## src/rtl/axi_rd_arb_pkg.sv

```systemverilog
// Shared definitions for the LSU read-command arbiter.
// Contents:
//   state_t       - arbiter FSM state encoding
//   *_LSB / *_W   - bit positions of the fields in a packed requester command
//   arid_lsb()    - position of the id field, which sits above the AW-wide address
// Packed command layout, MSB first:
//   {id8, araddr AW, arlen8, arsize3, arburst2, arstr3, sram_addr12, arnum8}
package axi_rd_arb_pkg;

  typedef enum logic [1:0] {
    ST_IDLE  = 2'd0,
    ST_ISSUE = 2'd1,
    ST_WAIT  = 2'd2,
    ST_DONE  = 2'd3
  } state_t;

  localparam int ARNUM_LSB   = 0;
  localparam int ARNUM_W     = 8;
  localparam int SRAM_LSB    = 8;
  localparam int SRAM_W      = 12;
  localparam int ARSTR_LSB   = 20;
  localparam int ARSTR_W     = 3;
  localparam int ARBURST_LSB = 23;
  localparam int ARBURST_W   = 2;
  localparam int ARSIZE_LSB  = 25;
  localparam int ARSIZE_W    = 3;
  localparam int ARLEN_LSB   = 28;
  localparam int ARLEN_W     = 8;
  localparam int ARADDR_LSB  = 36;
  localparam int ARID_W      = 8;

  // Command width excluding the address field; full width is CMD_FIXED_W + AW.
  localparam int CMD_FIXED_W = 44;
  localparam int AW_DEFAULT  = 10;

  function automatic int arid_lsb(input int aw);
    return ARADDR_LSB + aw;
  endfunction

endpackage

```

## src/rtl/axi_rd_arbiter_rr_pick.sv

```systemverilog
// Round-robin picker: finds the first asserted request at or above ptr,
// wrapping modulo NREQ. Purely combinational.
// Ports:
//   req    in  NREQ  request vector
//   ptr    in  IW    index with highest priority this cycle
//   onehot out NREQ  one-hot winner (all zero when no request)
//   idx    out IW    winner index (0 when no request)
//   any    out 1     at least one request present
module rr_pick #(
  parameter int NREQ = 2,
  parameter int IW   = 1
) (
  input  logic [NREQ-1:0] req,
  input  logic [IW-1:0]   ptr,
  output logic [NREQ-1:0] onehot,
  output logic [IW-1:0]   idx,
  output logic            any
);

  // Walk offsets from farthest to nearest so the candidate closest to ptr
  // is the last one written and therefore wins.
  always_comb begin
    onehot = '0;
    idx    = '0;
    any    = 1'b0;
    for (int off = NREQ - 1; off >= 0; off--) begin
      for (int c = 0; c < NREQ; c++) begin
        if (req[c] && (c == (int'(ptr) + off) % NREQ)) begin
          onehot    = '0;
          onehot[c] = 1'b1;
          idx       = IW'(c);
          any       = 1'b1;
        end
      end
    end
  end

endmodule

```

## src/rtl/axi_rd_arbiter.sv

```systemverilog
// Shares the single LSU read-command port among NREQ load requesters.
// A round-robin grant is held for a whole job: the command is issued once,
// every returned beat is steered to the granted requester, and the grant is
// released on the read interface's done indication or on a beat timeout.
// Ports:
//   clk, rst               clock, synchronous active-high reset
//   req_vld/req_cmd        per-requester command valid / packed command
//   req_rdy                one-hot command accept pulse
//   req_rvld/req_rrdy      per-requester beat valid / ready (granted one only)
//   req_done/req_err       one-cycle job-complete / timeout pulses
//   rd_rdata/rresp/sram    beat payload broadcast to all requesters
//   lsu_axi_ar*/arvld      command towards the read interface
//   axi_lsu_arrdy          read interface accepts the command
//   axi_lsu_rvld/r*        beat from the read interface, lsu_axi_rrdy back
//   axi_lsu_axi_done       all bursts of the current job returned
module axi_rd_arbiter
  import axi_rd_arb_pkg::*;
#(
  parameter int NREQ    = 2,
  parameter int AW      = AW_DEFAULT,
  parameter int TIMEOUT = 1024,
  parameter int CMD_W   = CMD_FIXED_W + AW
) (
  input  logic                  clk,
  input  logic                  rst,
  input  logic [NREQ-1:0]       req_vld,
  input  logic [NREQ*CMD_W-1:0] req_cmd,
  output logic [NREQ-1:0]       req_rdy,
  output logic [NREQ-1:0]       req_rvld,
  input  logic [NREQ-1:0]       req_rrdy,
  output logic [NREQ-1:0]       req_done,
  output logic [NREQ-1:0]       req_err,
  output logic [63:0]           rd_rdata,
  output logic [1:0]            rd_rresp,
  output logic [11:0]           rd_sram_addr,
  output logic [7:0]            lsu_axi_arid,
  output logic [AW-1:0]         lsu_axi_araddr,
  output logic [7:0]            lsu_axi_arlen,
  output logic [2:0]            lsu_axi_arsize,
  output logic [1:0]            lsu_axi_arburst,
  output logic [2:0]            lsu_axi_arstr,
  output logic [11:0]           lsu_axi_sram_addr,
  output logic [7:0]            lsu_axi_arnum,
  output logic                  lsu_axi_arvld,
  input  logic                  axi_lsu_arrdy,
  input  logic                  axi_lsu_rvld,
  input  logic [63:0]           axi_lsu_rdata,
  input  logic [1:0]            axi_lsu_rresp,
  input  logic [11:0]           axi_lsu_sram_addr,
  output logic                  lsu_axi_rrdy,
  input  logic                  axi_lsu_axi_done
);

  localparam int IW = (NREQ > 1) ? $clog2(NREQ) : 1;
  localparam int CW = $clog2(TIMEOUT + 1);
  localparam logic [CW-1:0] CNT_MAX = CW'(TIMEOUT - 1);

  state_t            state_reg;
  logic [IW-1:0]     rr_ptr_reg;
  logic [IW-1:0]     grant_reg;
  logic [CMD_W-1:0]  cmd_reg;
  logic [CW-1:0]     cnt_reg;
  logic              first_reg;   // first WAIT cycle: stale done is ignored
  logic [NREQ-1:0]   done_reg;

  logic [CMD_W-1:0]  cmd_slice [NREQ];
  logic [NREQ-1:0]   pick_onehot;
  logic [IW-1:0]     pick_idx;
  logic              pick_any;
  logic [NREQ-1:0]   grant_onehot;
  logic [IW-1:0]     next_ptr;
  logic              in_wait;
  logic              beat_hs;
  logic              go_done;
  logic              timeout_hit;

  for (genvar gi = 0; gi < NREQ; gi++) begin : g_slice
    assign cmd_slice[gi] = req_cmd[gi*CMD_W +: CMD_W];
  end

  rr_pick #(
    .NREQ (NREQ),
    .IW   (IW)
  ) u_pick (
    .req    (req_vld),
    .ptr    (rr_ptr_reg),
    .onehot (pick_onehot),
    .idx    (pick_idx),
    .any    (pick_any)
  );

  assign grant_onehot = NREQ'(1) << grant_reg;
  assign next_ptr     = (grant_reg == IW'(NREQ - 1)) ? '0 : grant_reg + 1'b1;
  assign in_wait      = (state_reg == ST_WAIT);
  assign lsu_axi_rrdy = in_wait & req_rrdy[grant_reg];
  assign beat_hs      = axi_lsu_rvld & lsu_axi_rrdy;
  // A pending beat defers completion until it has been handed over.
  assign go_done      = in_wait & ~first_reg & axi_lsu_axi_done & ~axi_lsu_rvld;
  assign timeout_hit  = in_wait & ~go_done & ~beat_hs & (cnt_reg == CNT_MAX);

  assign req_rdy  = (state_reg == ST_IDLE && pick_any && !rst) ? pick_onehot : '0;
  assign req_err  = (timeout_hit && !rst) ? grant_onehot : '0;
  assign req_done = done_reg;
  assign req_rvld = (in_wait && axi_lsu_rvld) ? grant_onehot : '0;

  assign rd_rdata     = in_wait ? axi_lsu_rdata : '0;
  assign rd_rresp     = in_wait ? axi_lsu_rresp : '0;
  assign rd_sram_addr = in_wait ? axi_lsu_sram_addr : '0;

  assign lsu_axi_arvld     = (state_reg == ST_ISSUE);
  assign lsu_axi_arid      = cmd_reg[arid_lsb(AW) +: ARID_W];
  assign lsu_axi_araddr    = cmd_reg[ARADDR_LSB +: AW];
  assign lsu_axi_arlen     = cmd_reg[ARLEN_LSB +: ARLEN_W];
  assign lsu_axi_arsize    = cmd_reg[ARSIZE_LSB +: ARSIZE_W];
  assign lsu_axi_arburst   = cmd_reg[ARBURST_LSB +: ARBURST_W];
  assign lsu_axi_arstr     = cmd_reg[ARSTR_LSB +: ARSTR_W];
  assign lsu_axi_sram_addr = cmd_reg[SRAM_LSB +: SRAM_W];
  assign lsu_axi_arnum     = cmd_reg[ARNUM_LSB +: ARNUM_W];

  always_ff @(posedge clk) begin
    if (rst) begin
      state_reg  <= ST_IDLE;
      rr_ptr_reg <= '0;
      grant_reg  <= '0;
      cmd_reg    <= '0;
      cnt_reg    <= '0;
      first_reg  <= 1'b0;
      done_reg   <= '0;
    end else begin
      done_reg <= '0;
      case (state_reg)
        ST_IDLE: begin
          if (pick_any) begin
            grant_reg <= pick_idx;
            cmd_reg   <= cmd_slice[pick_idx];
            // A job with no bursts completes without touching the bus.
            state_reg <= (cmd_slice[pick_idx][ARNUM_LSB +: ARNUM_W] == '0) ? ST_DONE : ST_ISSUE;
          end
        end
        ST_ISSUE: begin
          if (axi_lsu_arrdy) begin
            state_reg <= ST_WAIT;
            cnt_reg   <= '0;
            first_reg <= 1'b1;
          end
        end
        ST_WAIT: begin
          first_reg <= 1'b0;
          if (beat_hs) begin
            cnt_reg <= '0;
          end else if (cnt_reg != CNT_MAX) begin
            cnt_reg <= cnt_reg + 1'b1;
          end
          if (go_done) begin
            state_reg <= ST_DONE;
          end else if (timeout_hit) begin
            rr_ptr_reg <= next_ptr;
            state_reg  <= ST_IDLE;
          end
        end
        ST_DONE: begin
          done_reg   <= grant_onehot;
          rr_ptr_reg <= next_ptr;
          state_reg  <= ST_IDLE;
        end
        default: state_reg <= ST_IDLE;
      endcase
    end
  end

endmodule

```

## config.mk

```make
export PLATFORM = sky130hd
export DESIGN_NAME = axi_rd_arbiter
export DESIGN_NICKNAME = d
export VERILOG_FILES = /design/src/rtl/axi_rd_arb_pkg.sv /design/src/rtl/axi_rd_arbiter_rr_pick.sv /design/src/rtl/axi_rd_arbiter.sv
export SDC_FILE = /design/constraint.sdc
export NUM_CORES = 1
export LEC_CHECK = 0
export ABC_AREA = 0
export CAP_MARGIN = 25
export CORE_MARGIN = 10
export CORE_UTILIZATION = 33
export DETAILED_ROUTE_END_ITERATION = 12
export GPL_TIMING_DRIVEN = 0
export PLACE_DENSITY_LB_ADDON = 0.12
export SYNTH_ARGS = -nofsm -noshare
export SYNTH_HDL_FRONTEND = slang
export SYNTH_SLANG_ARGS = --single-unit
export TNS_END_PERCENT = 20
```

## constraint.sdc

```tcl
create_clock -name clk -period 1.8 [get_ports clk]
set_input_delay 0.18 -clock clk [delete_from_list [all_inputs] [get_ports clk]]
set_output_delay 0.18 -clock clk [all_outputs]
set_load 0.02 [all_outputs]
```

### Word level (Yosys, flattened, before mapping)

Cells that the tools add are included.

* bits in registers: 72
* output and inout port bits: 142
* word-level logic and storage cells: 99

* add/sub/neg operators: 3
* magnitude comparators: 2
* equal/unequal tests: 12
* shift operators: 1
* mux-type cells: 38
* bitwise operators: 15
* reduce and logical (&&, ||, !) cells: 21

Operators by type and width (number)
* $mux W54: 3
* $logic_not A32 Y1: 2
* $mux W64: 1
* $mux W11: 3
* $mux W2: 12
* $pmux W11 S2: 1
* $mux W1: 14
* $mux W12: 1
* $add A11 B1 Y11 const B: 1
* $eq A11 B10 Y1 const B: 1
* $ne A11 B10 Y1 const B: 1
* $reduce_and A3 Y1: 3
* $and A1 B1 Y1: 8
* $logic_and A1 B1 Y1: 8
* $logic_not A8 Y1: 1
* $pmux W2 S4: 1
* $ne A3 B1 Y1 const B: 2
* $not A1 Y1: 5
* $eq A2 B2 Y1 const B: 2
* $ne A2 B1 Y1 const B: 2
* $ne A2 B2 Y1 const B: 2
* $pmux W1 S2: 2
* $reduce_and A2 Y1: 2
* $reduce_bool A2 Y1: 2
* other kinds (11): 12

### Depth between registers and ports, before layout

* word-level depth: 15
* depth in mapped cells: 7
* mapped depth without buffers: 6

### Cells and area by module

Synthesis repeated with hierarchy kept, for this count alone.

* cell total of the unflattened synthesis: 480
* area, all modules: 4116.4 µm²

Modules (own cells, without submodules)
* axi_rd_arbiter: times used 1, cells an instance 475, area each 4083.9 µm², seq. area each 1441.4 µm²
* rr_pick: times used 1, cells an instance 5, area each 32.5 µm², seq. area each 0.0 µm²

### Least setup slack after synthesis

No wires, ideal clock.

* path type: register -> output
* from: reg grant_reg
* to: out req_err[1]
* data arrival time: 1743 ps
* slack: -123 ps
* cell stages (with the launch flop): 5
* path buffers: 0
* cells stage by stage: dfxtp_1 -> mux2_4 -> a2111oi_4 -> nand2_1 -> nor3b_1

* cells in the longest elaborated chain, start to end: 9
* elaborated cells between the ends (all ways): 10
* classes of those cells: shift: 1; mux: 3; bitwise: 5; reduce/logical: 1

Ends and longest elaborated chain
* start: declaration: line axi_rd_arbiter.sv:60 `logic [IW-1:0] grant_reg;`
* start signal: assignment: line axi_rd_arbiter.sv:134 `grant_reg <= pick_idx;`
* $mux W1 (implied by the code) (2 in a row): line axi_rd_arbiter.sv:95 `assign lsu_axi_rrdy = in_wait & req_rrdy[grant_reg];`
* $and A1 B1 Y1: line axi_rd_arbiter.sv:95
* $and A1 B1 Y1: line axi_rd_arbiter.sv:96 `assign beat_hs = axi_lsu_rvld & lsu_axi_rrdy;`
* $not A1 Y1: line axi_rd_arbiter.sv:99 `assign timeout_hit = in_wait & ~go_done & ~beat_hs & (cnt_reg == CNT_MAX);`
* $and A1 B1 Y1 (2 in a row): line axi_rd_arbiter.sv:99
* $logic_and A1 B1 Y1: line axi_rd_arbiter.sv:102 `assign req_err = (timeout_hit && !rst) ? grant_onehot : '0;`
* $mux W2 (*): line axi_rd_arbiter.sv:102
* end: declaration: line axi_rd_arbiter.sv:32 `output logic [NREQ-1:0] req_err,`

Mark *: on every way between the ends. The rest lies on a longest branch, timed or not. The select of a mux whose other input is x is not followed.

### Worst setup path in the final report

Same ends and word-level chain as after synthesis.

==> impl_metrics.json <==
{
  "crit_path_start_kind": "flop",
  "drt_iter0_drc": 436,
  "synth_edf_count": 0,
  "drt-total-wl_mm": 21.0,
  "violations": "setup timing",
  "viasPerCell": 4.97,
  "slew_headroom_pct": 64.3,
  "clock_latency_ns": 0.33,
  "rsz0062_at_grt": "yes",
  "synth_nets": 682,
  "largest_reg_flops": 54,
  "io_pins": 337,
  "hold_path.class": "in -> reg",
  "utilization_pct": 67.2,
  "cts_made_buffers": 9,
  "syn_inst": 481,
  "clock_skew_ns": 0.00465,
  "avgSynthCellArea_um2": 8.70,
  "root_buffer": "clkbuf_16",
  "synth_compound_area_share_pct": 18.5,
  "power_density_nw_per_um2": 1260,
  "fp.dieH_um": 133,
  "drv_slew": 0,
  "finalSetupViolations": 14,
  "routedWlPerCell_um": 20.6,
  "gp_congestion": 0.872,
  "crit_fanout": 2,
  "worstMarginPinSlew_ns": 0.536,
  "yosysSeqAreaShare_pct": 34.4,
  "status": "finished, violations left",
  "finalWorstSetupSlack_ns": -0.250,
  "clk_pin_slew_ns": 0.06,
  "port_buffers": 335,
  "synth-async-reset-ratio_pct": 0,
  "synth.area.mux_share_pct": 15.9,
  "die_area_um2": 17600,
  "critPathArrivalTime_ns": 1.87,
  "antenna_found_initial": 1,
  "fin_crit_ns": 2.05,
  "layout-drive-gt1-share_pct": 24.0,
  "cts_sinks": 72,
  "cap_violations": 0,
  "clock_path_buffers": 2,
  "grt_max_degree": 14,
  "areaGrowthSynthToFinish_pct": 101,
  "synth_area_um2": 4190,
  "nets": 1042,
  "synth_top_flop_cell": "dfxtp_1",
  "overflow": 0,
  "core_area_um2": 12500,
  "ys_seq_elements": 72,
  "cts_max_level": 3,
  "ant_nets": 0,
  "synth_simple_gate_area_share_pct": 23.4,
  "cts_tree": "done",
  "firstDrtPassIters": 5,
  "crit_type": "reg -> out",
  "finalHoldViolations": 0,
  "max-vdd-ir-drop_uv": 583,
  "synth.distinct_cells": 46,
  "p_leak_nw": 3.61,
  "synth-warning-count": 0,
  "grt_pass1_wl_mm": 30.5,
  "num_vias": 5063,
  "cp-end-kind": "output pin",
  "synth_top_family_by_area": "simple AND/OR/NAND/NOR gates",
  "fin_hold_ws_ns": 0.245,
  "num_rows": 41,
  "crit_required_ns": 1.62,
  "grt_pass1_vias": 5088,
  "post_synth_xor_area_fraction_pct": 0,
  "fmax_ghz": 0.488,
  "drc": 0,
  "die_w_um": 133,
  "dp_hpwl_mm": 17.2,
  "synthAdderAreaFrac_pct": 1.79,
  "period_share_pct": 114,
  "start_util_pct": 33.4,
  "grt_usage_pct": 21.7
}
==> per-stage QoR <==
step	power, mW	cells	setup TNS (ns)	worst slack (ns)	cell area (um^2)
finish	10.6	1019	-0.566	-0.250	8410
global route	11.2	1019	-1.73	-0.329	8410
CTS	9.78	1008	-0.468	-0.236	7860
detailed placement	8.23	988	-54.64	-0.736	7760
global placement	8.11	988	-50.46	-0.722	7760
floorplan	5.44	481	0	0.0583	4190
==> final timing paths <==
check	from	to	slack (ns)	cells past startpoint
max	grant_reg	req_err[1]	-0.25	5
min	req_vld[1]	grant_reg	0.25	3
max reg2reg	grant_reg	cnt_reg[7]	0	6
min reg2reg	cnt_reg[10]	cnt_reg[10]	0.45	2
==> per-layer routing <==
layer,track usage [%],vias to the layer above,routed length [um]
li1,-,2422,-
met1,23.6,2380,7820
met2,40.0,235,11100
met3,7.68,26,1700
met4,3.67,0,297
met5,0,-,0
==> kinds of logic after synthesis <==
logic type                 count (synthesis)
AOI/OAI and AO/OA                         96
adders and majority gates                  6
buffers and inverters                     56
DFF                                       72
muxes                                     66
and+or+nand+nor                          185
==> worst max-delay path, cell delays in order (launching register included) <==
cell	delay, ns
dfxtp_4	0.37
mux2_4	0.33
a2111oi_4	0.33
nand2_1	0.15
nor3b_2	0.17
buf_4	0.18
==> cell type report <==
class	instances	area, um^2
Fill cell	1058	4110
Timing Repair Buffer	349	3400
Multi-Input combinational cell	353	2670
Sequential cell	72	1460
Buffer	40	315
Clock buffer	10	239
Tap cell	172	215
Inverter	16	62.6
Clock inverter	6	43.8
Antenna cell	1	2.50
==> what timing repair did <==
action | CTS | global route
setup buffers | 4 | 8
hold buffers | 0 | 0
cloned | 0 | 2
resized for setup | 390 | 169
pin swaps | 3 | 23
setup endpoints to repair | 103 | 143
==> cell usage after synthesis (all sizes together) (2+ instances only) <==
master	instances	area, um^2
a211oi	58	435
and3	4	25.0
mux2i	65	651
a21boi	2	26.3
nand3	4	20.0
or2	2	12.5
clkbuf	24	90.1
nand2	15	58.8
nand4	3	18.8
a2111oi	4	57.6
ha	6	75.1
nor4	2	12.5
and2	81	507
or4	2	15.0
buf	16	98.9
nor2	63	236
nand2b	2	12.5
inv	16	60.1
dfxtp	72	1440
a21oi	4	20.0
o211ai	16	120
o41ai	2	25.0
==> power breakdown <==
part / total [mW] / leakage (nW) / switching (mW) / internal (mW)
Sequential: 2.36 / 0.600 / 0.271 / 2.09
Combinational: 6.54 / 2.88 / 3.42 / 3.13
Clock: 1.68 / 0.127 / 0.711 / 0.972
==> cells in the final DEF, fill, tap and decap left out, drive strengths merged, types with 2 or more instances in the layout <==
cell,n
or2,2
o211ai,16
nand2,15
inv,17
nor2,63
mux2i,65
clkinvlp,4
a2111oi,4
dfxtp,72
and2,81
a21boi,2
or4,2
o41ai,2
nor4,2
a211oi,58
clkdlybuf4s15,7
nand2b,2
buf,106
nand4,3
clkdlybuf4s50,249
nand3,4
clkbuf,36
ha,6
and3,4
a21oi,4
(Power assumes the default switching activity.)
